**config.mk**
```make
export PLATFORM = sky130hd
export DESIGN_NAME = seg_display_capture_flat
export DESIGN_NICKNAME = d
export VERILOG_FILES = /design/src/rtl/seg_display_capture_if.sv /design/src/rtl/seg_display_capture.sv /design/src/flat_wrapper.sv
export SDC_FILE = /design/constraint.sdc
export NUM_CORES = 1
export LEC_CHECK = 0
export CAP_MARGIN = 40
export CORE_ASPECT_RATIO = 1.2
export CORE_MARGIN = 2
export CORE_UTILIZATION = 53
export CTS_BUF_LIST = sky130_fd_sc_hd__clkbuf_2 sky130_fd_sc_hd__clkbuf_4 sky130_fd_sc_hd__clkbuf_8
export CTS_CLUSTER_DIAMETER = 80
export CTS_CLUSTER_SIZE = 25
export DETAILED_ROUTE_END_ITERATION = 8
export PLACE_DENSITY = 0.78
export SYNTH_ARGS = -nofsm -noshare
export SYNTH_HDL_FRONTEND = slang
export SYNTH_SLANG_ARGS = --single-unit
export TNS_END_PERCENT = 100
```
**constraint.sdc**
```tcl
create_clock -name clk -period 2.7 [get_ports clk]
set_clock_uncertainty 0.15 [all_clocks]
set_input_delay 0.405 -clock clk [delete_from_list [all_inputs] [get_ports clk]]
set_output_delay 0.405 -clock clk [all_outputs]
set_load 0.01 [all_outputs]
```
**src/rtl/seg_display_capture_if.sv**
```systemverilog
// Pin-side and report-side signals of the 7-segment capture block.
// master drives the display pins and observes reports; slave is the capture block itself.
interface seg_display_capture_if;
    logic [6:0]  seg;
    logic [3:0]  an;
    logic [19:0] digits;
    logic        frame_valid;
    logic        frame_changed;
    logic        unknown_glyph;
    logic        an_error;
    logic        stale;

    modport master (
        output seg, an,
        input  digits, frame_valid, frame_changed, unknown_glyph, an_error, stale
    );

    modport slave (
        input  seg, an,
        output digits, frame_valid, frame_changed, unknown_glyph, an_error, stale
    );
endinterface

```
**src/rtl/seg_display_capture.sv**
```systemverilog
// Samples multiplexed 7-segment pins, decodes each digit and reassembles 4-digit frames.
// Define SEG_CAPTURE_TIMEOUT_EN to build the frame timeout counter and stale flag.
module seg_display_capture #(
    parameter int unsigned STABLE_CYCLES  = 16,
    parameter int unsigned TIMEOUT_CYCLES = 262144
) (
    input logic                  clk,
    input logic                  reset,
    seg_display_capture_if.slave bus
);
    localparam int unsigned CW = $clog2(STABLE_CYCLES + 1);
    localparam logic [CW-1:0] StableLast = CW'(STABLE_CYCLES - 1);

    typedef enum logic {StSettle, StHold} state_e;

    logic [10:0]   sample_q, prev_q;
    logic [CW-1:0] cnt_d, cnt_q;
    state_e        state_d, state_q;
    logic          same, act;
    logic [3:0]    low;
    logic          one_low, multi_low, complete;
    logic [5:0]    dec;
    logic [3:0]    seen_d, seen_q, unk_d, unk_q;
    logic [19:0]   slots_d, slots_q, digits_d, digits_q;
    logic          valid_d, valid_q, changed_d, changed_q;
    logic          glyph_d, glyph_q, an_error_d, an_error_q;

    // Returns {unknown, code}; unlisted patterns read as blank and are flagged.
    function automatic logic [5:0] decode(input logic [6:0] p);
        case (p)
            7'b1000000: decode = {1'b0, 5'd0};
            7'b1111001: decode = {1'b0, 5'd1};
            7'b0100100: decode = {1'b0, 5'd2};
            7'b0110000: decode = {1'b0, 5'd3};
            7'b0011001: decode = {1'b0, 5'd4};
            7'b0010010: decode = {1'b0, 5'd5};
            7'b0000010: decode = {1'b0, 5'd6};
            7'b1111000: decode = {1'b0, 5'd7};
            7'b0000000: decode = {1'b0, 5'd8};
            7'b0010000: decode = {1'b0, 5'd9};
            7'b0111111: decode = {1'b0, 5'd10};
            7'b0000110: decode = {1'b0, 5'd11};
            7'b0101111: decode = {1'b0, 5'd12};
            7'b1000111: decode = {1'b0, 5'd13};
            7'b0001001: decode = {1'b0, 5'd14};
            7'b1000001: decode = {1'b0, 5'd15};
            7'b0001100: decode = {1'b0, 5'd16};
            7'b0100011: decode = {1'b0, 5'd17};
            7'b0000011: decode = {1'b0, 5'd18};
            7'b0100001: decode = {1'b0, 5'd19};
            7'b0101011: decode = {1'b0, 5'd20};
            7'b1110001: decode = {1'b0, 5'd21};
            7'b0010001: decode = {1'b0, 5'd22};
            7'b0001011: decode = {1'b0, 5'd30};
            7'b1111111: decode = {1'b0, 5'd31};
            default:    decode = {1'b1, 5'd31};
        endcase
    endfunction

    assign same      = (sample_q == prev_q);
    assign low       = ~sample_q[10:7];
    assign one_low   = $onehot(low);
    assign multi_low = (low != 4'b0000) && !one_low;
    assign dec       = decode(sample_q[6:0]);
    assign complete  = &seen_q;

    always_comb begin
        cnt_d = '0;
        if (same) cnt_d = (&cnt_q) ? cnt_q : cnt_q + 1'b1;
    end

    always_ff @(posedge clk) begin
        if (reset) state_q <= StSettle;
        else       state_q <= state_d;
    end

    always_comb begin
        state_d = state_q;
        unique case (state_q)
            StSettle: if (cnt_d == StableLast) state_d = StHold;
            StHold:   if (!same) state_d = StSettle;
            default:  state_d = StSettle;
        endcase
    end

    always_comb begin
        act = (state_q == StSettle) && (cnt_d == StableLast);
    end

    // Completion clears seen/unk first so a coincident capture lands in the next frame.
    always_comb begin
        seen_d  = complete ? 4'b0000 : seen_q;
        unk_d   = complete ? 4'b0000 : unk_q;
        slots_d = slots_q;
        if (act && one_low) begin
            for (int i = 0; i < 4; i++) begin
                if (low[i]) begin
                    seen_d[i]         = 1'b1;
                    unk_d[i]          = dec[5];
                    slots_d[5*i +: 5] = dec[4:0];
                end
            end
        end
        digits_d   = complete ? slots_q : digits_q;
        glyph_d    = complete ? |unk_q : glyph_q;
        valid_d    = complete;
        changed_d  = complete && (slots_q != digits_q);
        an_error_d = act && multi_low;
    end

    always_ff @(posedge clk) begin
        if (reset) begin
            sample_q   <= '0;
            prev_q     <= '0;
            cnt_q      <= '0;
            seen_q     <= '0;
            unk_q      <= '0;
            slots_q    <= '1;
            digits_q   <= 20'hFFFFF;
            valid_q    <= 1'b0;
            changed_q  <= 1'b0;
            glyph_q    <= 1'b0;
            an_error_q <= 1'b0;
        end else begin
            sample_q   <= {bus.an, bus.seg};
            prev_q     <= sample_q;
            cnt_q      <= cnt_d;
            seen_q     <= seen_d;
            unk_q      <= unk_d;
            slots_q    <= slots_d;
            digits_q   <= digits_d;
            valid_q    <= valid_d;
            changed_q  <= changed_d;
            glyph_q    <= glyph_d;
            an_error_q <= an_error_d;
        end
    end

`ifdef SEG_CAPTURE_TIMEOUT_EN
    localparam int unsigned TW = $clog2(TIMEOUT_CYCLES + 1);
    localparam logic [TW-1:0] TimeoutVal = TW'(TIMEOUT_CYCLES);

    logic [TW-1:0] to_cnt_d, to_cnt_q;
    logic          stale_d, stale_q;

    always_comb begin
        to_cnt_d = (to_cnt_q == TimeoutVal) ? to_cnt_q : to_cnt_q + 1'b1;
        stale_d  = stale_q || (to_cnt_d == TimeoutVal);
        if (complete) begin
            to_cnt_d = '0;
            stale_d  = 1'b0;
        end
    end

    always_ff @(posedge clk) begin
        if (reset) begin
            to_cnt_q <= '0;
            stale_q  <= 1'b0;
        end else begin
            to_cnt_q <= to_cnt_d;
            stale_q  <= stale_d;
        end
    end

    assign bus.stale = stale_q;
`else
    logic unused_timeout;
    assign unused_timeout = ^TIMEOUT_CYCLES;
    assign bus.stale      = 1'b0;
`endif

    assign bus.digits        = digits_q;
    assign bus.frame_valid   = valid_q;
    assign bus.frame_changed = changed_q;
    assign bus.unknown_glyph = glyph_q;
    assign bus.an_error      = an_error_q;
endmodule

```
**src/flat_wrapper.sv**
```systemverilog
// flat-port wrapper written by rule: the top's interface ports become plain ports
module seg_display_capture_flat 
#(
    parameter int unsigned STABLE_CYCLES  = 16,
    parameter int unsigned TIMEOUT_CYCLES = 262144
)
  (clk, reset, bus_seg, bus_an, bus_digits, bus_frame_valid, bus_frame_changed, bus_unknown_glyph, bus_an_error, bus_stale);
  seg_display_capture_if bus_i ();
  input logic clk;
  input logic reset;
  input wire logic [$bits(bus_i.seg)-1:0] bus_seg;
  input wire logic [$bits(bus_i.an)-1:0] bus_an;
  output wire logic [$bits(bus_i.digits)-1:0] bus_digits;
  output wire logic [$bits(bus_i.frame_valid)-1:0] bus_frame_valid;
  output wire logic [$bits(bus_i.frame_changed)-1:0] bus_frame_changed;
  output wire logic [$bits(bus_i.unknown_glyph)-1:0] bus_unknown_glyph;
  output wire logic [$bits(bus_i.an_error)-1:0] bus_an_error;
  output wire logic [$bits(bus_i.stale)-1:0] bus_stale;
  assign bus_i.seg = bus_seg;
  assign bus_i.an = bus_an;
  assign bus_digits = bus_i.digits;
  assign bus_frame_valid = bus_i.frame_valid;
  assign bus_frame_changed = bus_i.frame_changed;
  assign bus_unknown_glyph = bus_i.unknown_glyph;
  assign bus_an_error = bus_i.an_error;
  assign bus_stale = bus_i.stale;
  seg_display_capture #(.STABLE_CYCLES(STABLE_CYCLES), .TIMEOUT_CYCLES(TIMEOUT_CYCLES)) u_core (.clk(clk), .reset(reset), .bus(bus_i));
endmodule
```
==> flow_summary_export.csv <==
group,metric,value,unit
floorplanning,fp.dieH,98.57,µm
power_and_ir_drop,power_density,484.4,nW/µm²
grt,overflow,0,
power_and_ir_drop,ir_drop,0.3185,mV
power_and_ir_drop,p_leak,1.875,nW
detailed_routing,drt-total-wl,8875,µm
setup_path,cpMaxStageDelayCell,"fa_1",
layout,multi_input_area,2231,µm²
clock_tree,ctsLongestPathBuffers,2,
floorplanning,start_util,54.62,%
synth,syn-cell-area,3950,µm²
detailed_routing,initialDrtViolationCount,159,
timing,max_freq,386.0,MHz
setup_path,worstReg2RegEnd,"u_core.slots_q[0]",
layout,syn2layout_area_growth,21.63,%
detailed_routing,remaining_drc_errors,0,
setup_path,path_delay_family,"adder cells",
synth,synthCells,437,
synth,yosys_warnings,0,
timing,hold-worst-slack,0.3133,ns
clock_tree,cts_made_buffers,9,
clock_tree,clockRootBuffer,"clkbuf_8",
layout,nFillCells,575,
placed_design,gp_congestion,0.8984,
floorplanning,die_area,8163,µm²
setup_path,r2r_slack,0.11,ns
clock_tree,tritoncts,"yes",
detailed_routing,wl_per_cell,15.17,µm
min_path,hp-start,"u_core.state_q",
timing,period_needed,2.590,ns
setup_path,start_kind,"flip-flop",
grt,grt_pass1_wl,14460,µm
setup_path,crit_cells,11,
placed_design,portBuffers,36,
layout,final_common_cell,"dfxtp_1",
setup_path,rr_worst_depth,11,
timing,worstMarginPinSlew,0.6550,ns
setup_path,cpMostUsedCell,"ha_4",
layout,layout.nets,510,
detailed_routing,first_pass_iters,4,
timing,min_period_over_period,95.94,%
timing,relSlewSlack,56.25,%
min_path,holdPathEnd,"u_core.state_q",
detailed_routing,vias_per_cell,5.581,
setup_path,crit_chain,"inv_2, ha_4, ha_4, fa_1, nor2_1, nand2_1, nor3_2, buf_4, nand4_1, nor4_1, a21oi_1",
clock_tree,htree_levels,3,
layout,drive_gt1_share,17.98,%
timing,final_max_slew_viol_count,0,
flow_run,maxCapViolCount,0,
synth,synth-edff-count,0,
placed_design,dp_hpwl,6264,µm
timing,rsz0062_at_grt,"true",
status,status,"completed",
synth,synth_ff_type,"dfxtp_1",
clock_tree,clk_latency,0.36,ns
min_path,hold_depth,2,
synth,synth-async-reset-ratio,0,%
grt,grt_max_degree,57,
layout,final_cell_mix,"74 x dfxtp_1, 53 x nand2_1, 36 x nor2_1",
synth,post_synth_num_cell_types,62,
min_path,hold_class,"flip-flop to flip-flop",
layout,regArea,1609,µm²
placed_design,dp_cells,564,
synth,synth_seq_cells,80,
floorplanning,num_io_pins,38,
setup_path,path_buf_inv,2,
floorplanning,die_w,82.81,µm
setup_path,endpoint_kind,"flip-flop",
setup_path,cp.required,2.79,ns
setup_path,path_max_fanout,7,
grt,antenna_found_initial,0,
grt,grt_pass1_vias,3164,
setup_path,critPathMaxStageDelay,0.47,ns
setup_path,worstSetupPathType,"flip-flop to flip-flop",
synth,synth_top_area_cell,"dfxtp_1",
layout,fin_util,66.44,%
floorplanning,rows,34,
setup_path,r2r_start,"u_core.sample_q[8]",
timing,setup_viol_count_final,0,
synth,syn_avg_cell_area,9.039,µm²
synth,syn_nets,457,
clock_tree,clk_pin_slew,0.09,ns
setup_path,arrival,2.68,ns
synth,yosysSeqAreaShare,40.54,%
clock_tree,cts_sinks,80,
grt,grt_use_total,21.91,%
synth,ys_top_cells_by_area,"dfxtp_1 41%, nand2_1 5.0%, xor2_1 4.9%",
floorplanning,coreArea,7232,µm²
detailed_routing,num_vias,3265,
layout,instances_no_fill,585,
detailed_routing,ant_nets,0,
timing,hold_viol_final,0,
synth,synth.top_cell.area_share,40.54,%
layout,diodes,0,
==> cells by family after synthesis <==
family,share of synthesized area [%]
XOR/XNOR,8.425
AO/OA/AOI/OAI,11.31
multiplexers,0.7602
adder cells (fa/ha/maj),2.407
flip-flops,40.54
buffers and inverters,4.751
AND/OR/NAND/NOR,31.71
other,0.09494
==> power breakdown <==
part	switching, mW	leakage, nW	total (mW)	internal (mW)
combinational	0.148	1.13	0.273	0.125
sequential	0.0201	0.652	1.22	1.20
clock	0.468	0.0910	0.839	0.371
total	0.636	1.88	2.33	1.69
==> cell usage after synthesis (5+ instances only) <==
cell	n
dfxtp_1	80
nand2_1	53
nor2_1	37
nor2b_1	23
a21oi_1	22
xor2_1	22
nand3b_1	21
xnor2_1	16
clkbuf_1	14
nor3_1	13
nand4_1	11
nor4_1	9
buf_4	7
inv_1	7
nand3_1	7
a32oi_1	6
ha_1	6
o21ai_0	5
==> area by class of cell <==
type                       count  area share [%]
multi-input combinational    322           46.43
sequential                    80           33.49
timing repair buffer          70           13.23
clock buffer                  10           2.865
tap                           90           2.344
clock inverter                 6           1.094
inverter                       7          0.5469
==> worst register-to-register path: stages (launching register included) <==
cell     delay, ns
dfxtp_2       0.34
inv_2         0.05
ha_4          0.24
ha_4          0.16
fa_1          0.47
nor2_1        0.09
nand2_1       0.09
nor3_2        0.16
buf_4         0.14
nand4_1       0.24
nor4_1        0.26
a21oi_1       0.07
==> worst max-delay path by stage <==
stage	to	start
floorplan	u_core.slots_q[14]	u_core.sample_q[9]
global route	u_core.slots_q[0]	u_core.sample_q[8]
global placement	u_core.slots_q[15]	u_core.sample_q[9]
CTS	u_core.slots_q[15]	u_core.sample_q[10]
detailed placement	u_core.slots_q[0]	u_core.sample_q[10]
finish	u_core.slots_q[0]	u_core.sample_q[8]
==> flip-flops by register name, indices dropped and copies added (netlist names) <==
register,cells
u_core.seen_q,4
u_core.prev_q,11
u_core.bus.frame_valid,1
u_core.bus.an_error,1
u_core.cnt_q,5
u_core.bus.unknown_glyph,1
u_core.bus.digits,20
u_core.state_q,1
u_core.unk_q,4
u_core.bus.frame_changed,1
u_core.sample_q,11
u_core.slots_q,20
==> metal layers <==
metal  global-route usage, %  up-vias  share of wire (%)
met5                       0        -                  0
met4                   9.962        0                1.9
met3                   3.853       16                3.5
met2                   39.76       79                 52
met1                   25.00     1521                 43
li1                        -     1649                  -
==> metrics by stage <==
stage / setup WS, ns / total power [mW] / cell area, µm² / TNS [ns]
3_5_place_dp: -0.004568 / 1.484 / 4492 / -0.004568
5_1_grt: -0.1244 / 2.415 / 4805 / -0.7439
4_1_cts: 0.003338 / 2.316 / 4690 / 0
6_report: 0.1095 / 2.327 / 4805 / 0
2_1_floorplan: 0.03631 / 1.414 / 3955 / 0
3_3_place_gp: 0.1029 / 1.478 / 4492 / 0
==> what timing repair did <==
item                                    CTS  global route
endpoints found under the setup margin    1            26
gates resized for setup                   0            16
pin swaps                                 1            12
hold buffers                              0             0
setup buffers                             1             4
endpoints found under the hold margin     0             0
Note: power is estimated with default switching activity, not from simulation.
